**config.mk**
```make
export PLATFORM = sky130hd
export DESIGN_NAME = ltssm_timeout_timer
export DESIGN_NICKNAME = d
export VERILOG_FILES = /design/src/rtl/ltssm_timeout_timer.sv
export SDC_FILE = /design/constraint.sdc
export NUM_CORES = 1
export LEC_CHECK = 0
export ABC_AREA = 1
export BUFFER_PORTS_ARGS = -buffer_cell sky130_fd_sc_hd__buf_2
export CAP_MARGIN = 40
export CORE_ASPECT_RATIO = 1.75
export CORE_MARGIN = 1
export CORE_UTILIZATION = 40
export DETAILED_ROUTE_END_ITERATION = 6
export PLACE_DENSITY = 0.68
export SYNTH_ARGS = -nofsm -noshare
export SYNTH_HDL_FRONTEND = slang
export SYNTH_SLANG_ARGS = --single-unit
export TNS_END_PERCENT = 20
```
**constraint.sdc**
```tcl
create_clock -name clk -period 3.8 [get_ports clk]
set_input_delay 0.95 -clock clk [delete_from_list [all_inputs] [get_ports clk]]
set_output_delay 0.95 -clock clk [all_outputs]
set_load 0.01 [all_outputs]
```
**src/rtl/ltssm_timeout_timer.sv**
```systemverilog
// Millisecond down-counter: start loads load_ms, expired is high once the
// loaded number of milliseconds has elapsed, until stop.
module ltssm_timeout_timer #(
  parameter int TICKS_PER_MS = 1000
) (
  input  logic       clk,
  input  logic       reset,
  input  logic       start,
  input  logic       stop,
  input  logic [5:0] load_ms,
  output logic       expired
);
  localparam int TW = (TICKS_PER_MS > 1) ? $clog2(TICKS_PER_MS) : 1;
  localparam logic [TW-1:0] TICK_LAST = TW'(TICKS_PER_MS - 1);

  logic          running;
  logic [5:0]    ms_left;
  logic [TW-1:0] tick;

  always_ff @(posedge clk or negedge reset) begin
    if (!reset) begin
      running <= 1'b0;
      ms_left <= '0;
      tick    <= '0;
    end else if (start) begin
      running <= 1'b1;
      ms_left <= load_ms;
      tick    <= '0;
    end else if (stop) begin
      running <= 1'b0;
      ms_left <= '0;
      tick    <= '0;
    end else if (running && ms_left != 6'd0) begin
      if (tick == TICK_LAST) begin
        tick    <= '0;
        ms_left <= ms_left - 6'd1;
      end else begin
        tick <= tick + TW'(1);
      end
    end
  end

  assign expired = running && (ms_left == 6'd0);

endmodule

```
==> results.cfg <==
[power]
pwr-share-comb = 0.207
peakVddDrop_mv = 0.2459
power.leakage_uw = 0.0006160
swShare = 0.3121
power_frac_clock = 0.317
seqPwrFrac = 0.476
power.density_nw_per_um2 = 361.5
power.internal_uw = 298.4
p_sw_uw = 135.4

[final_layout]
fillCellCount = 255
multiInputGateArea_um2 = 574.3
nNetsFinal = 173
antenna_cells = 0
regArea_um2 = 425.4
drive_above_1_share = 0.2138
layout_common_cells = 43 x nand2_1, 18 x inv_1, 17 x dfrtp_1, 13 x nor2_1, 12 x nand3_1
final_common_cell = nand2_1
fin_cells = 185
area_growth_pct = 8.362
design_area_um2 = 1200

[sta]
maxSlewHeadroom = 0.7394
fin_ws_ps = 1589
fmax_ghz = 0.4523
hold_violations = 0
worstMarginPinSlew_ps = 390.8
period_needed_ps = 2211
final-setup-viol-count = 0
slew_viol_final = 0
fin_tns_setup_ps = 0
hold_ws_ps = 494.3
finalCritPeriodShare = 0.5818
rsz0062_at_grt = false
skew_ps = 3.912

[place]
placed_area_um2 = 1154
placedCellCount = 181
dp_hpwl_um = 1846
pre_cts_slack_ps = 1842
port_buffers = 10
gp_congestion = 0.7714

[synthesis]
synth-compound-area-share = 0.1051
yosysSeqAreaShare = 0.3842
syn-num-nets = 161
yosysUniqueCellTypes = 25
synth_fa_ha_area_frac = 0.03390
synthSimpleGateAreaFrac = 0.3797
synthMuxAreaShare = 0
synth.avg_cell_area_um2 = 7.482
ys_warn_count = 0
synth_top_family_by_area = simple AND/OR/NAND/NOR gates
syn-cell-area_um2 = 1107
synthCells = 148
synthXorXnorAreaFrac = 0
yosys_register_bits = 17

[floorplan]
die_height_um = 71.60
start_util = 0.4338
num_rows = 24
num_io_pins = 11
dieArea_um2 = 2991
die_w_um = 41.77
core-area_um2 = 2552

[setup_path]
max_stage_delay_ps = 390
r2r-end = ms_left[3]
path_max_fanout = 4
r2r-start = ms_left[0]
end_kind = output port
crit_required_ps = 2850
reg2reg_slack_ps = 2270
crit_type = register to output port
reg2reg_depth = 9
crit_arrival_ps = 1260
critPathSlowestCell = dfrtp_1
path_cells = inv_1 -> ha_1 -> nand3_2 -> nor2_1 -> buf_2
start_kind = register

[clocking]
ctsHtreeMaxLevel = 1
clkTransAtPathRegs_ps = 60
cts_resized = 0
cts_tree = done
cts_sinks = 17
clk_latency_ps = 260
ctsRootBufferMaster = clkbuf_8
cts_buffers = 3
cts_buffer_depth = 2
cts_setup_buffers = 0
ctsHoldBuffers = 0

[hold_path]
min_from = ms_left[1]
hold_class = register to register
hold_depth = 2
whs_endpoint = ms_left[1]

[grt]
antenna_found_initial = 0
grt_max_degree = 18
grt_pass1_wl_um = 4098
grt_pass1_vias = 986
grt_overflow = 0
grt.total_usage = 0.1812

[route]
avgRoutedWirePerCell_um = 12.26
antenna_left = 0
viasPerCell = 5.189
vias = 960
drt_iter0_markers = 16
drcViolationCount = 0
routed_wl_um = 2269
dr.pass1.iters = 4

[run]
maxCapViolations = 0

[status]
status = complete, no violations
## through the flow
stage	utilization	total power [µW]
floorplan	-	279.1
global placement	0.4520	297.4
detailed placement	0.4520	300.7
CTS	0.4701	440.0
global route	0.4701	459.9
finish	0.4701	433.8
## per-layer routing
layer,global-route usage,share of wire,vias up
met4,0.1362,0.044,0
met1,0.1729,0.37,441
met3,0.01763,0.022,9
li1,-,-,488
met5,0,0,-
met2,0.3420,0.56,22
## final cells by class
class	count	area share
Multi-Input combinational cell	109	0.4786
Sequential cell	17	0.3545
Inverter	19	0.05944
Timing Repair Buffer	10	0.04171
Clock buffer	3	0.03441
Tap cell	26	0.02711
Clock inverter	1	0.004171
## power groups by stage
stage               registers (µW)  clock network [µW]  logic (µW)
finish                         206                 138        89.7
global route                   208                 149         104
CTS                            206                 142        91.3
detailed placement             210                   0        91.0
global placement               209                   0        88.3
floorplan                      206                   0        73.0
## worst max-delay path by stage
| stage | startpoint | endpoint |
|---|---|---|
| CTS | ms_left[0] | expired |
| finish | ms_left[0] | expired |
| detailed placement | start | ms_left[3] |
| global route | ms_left[0] | expired |
| floorplan | ms_left[0] | expired |
| global placement | ms_left[0] | expired |
## cell usage after synthesis, drive strengths merged
master	count	area share
nand2	51	0.20
nor2	20	0.10
inv	19	0.064
dfrtp	17	0.38
nand3	13	0.063
o21ai	9	0.051
a21oi	6	0.027
buf	3	0.033
ha	3	0.034
nor3	2	0.0090
o21bai	2	0.014
a22oi	1	0.0068
nand3b	1	0.0068
o31ai	1	0.0068
## critical path, delay by kind of cell (launching register included)
kind                       cells  cell delay [ps]
buffers and inverters          2              260
adders and majority gates      1              180
DFF                            1              390
and+or+nand+nor                2              180
## state kept, by name, indices dropped and copies added, names as in the netlist
| signal | flops |
|---|---|
| ms_left | 6 |
| running | 1 |
| tick | 10 |
## cell families after synthesis
group                      Yosys count
buffers and inverters               22
AOI/OAI and AO/OA                   19
adders and majority gates            3
and+or+nand+nor                     87
DFF                                 17
Power figures use the tool's default switching activity.
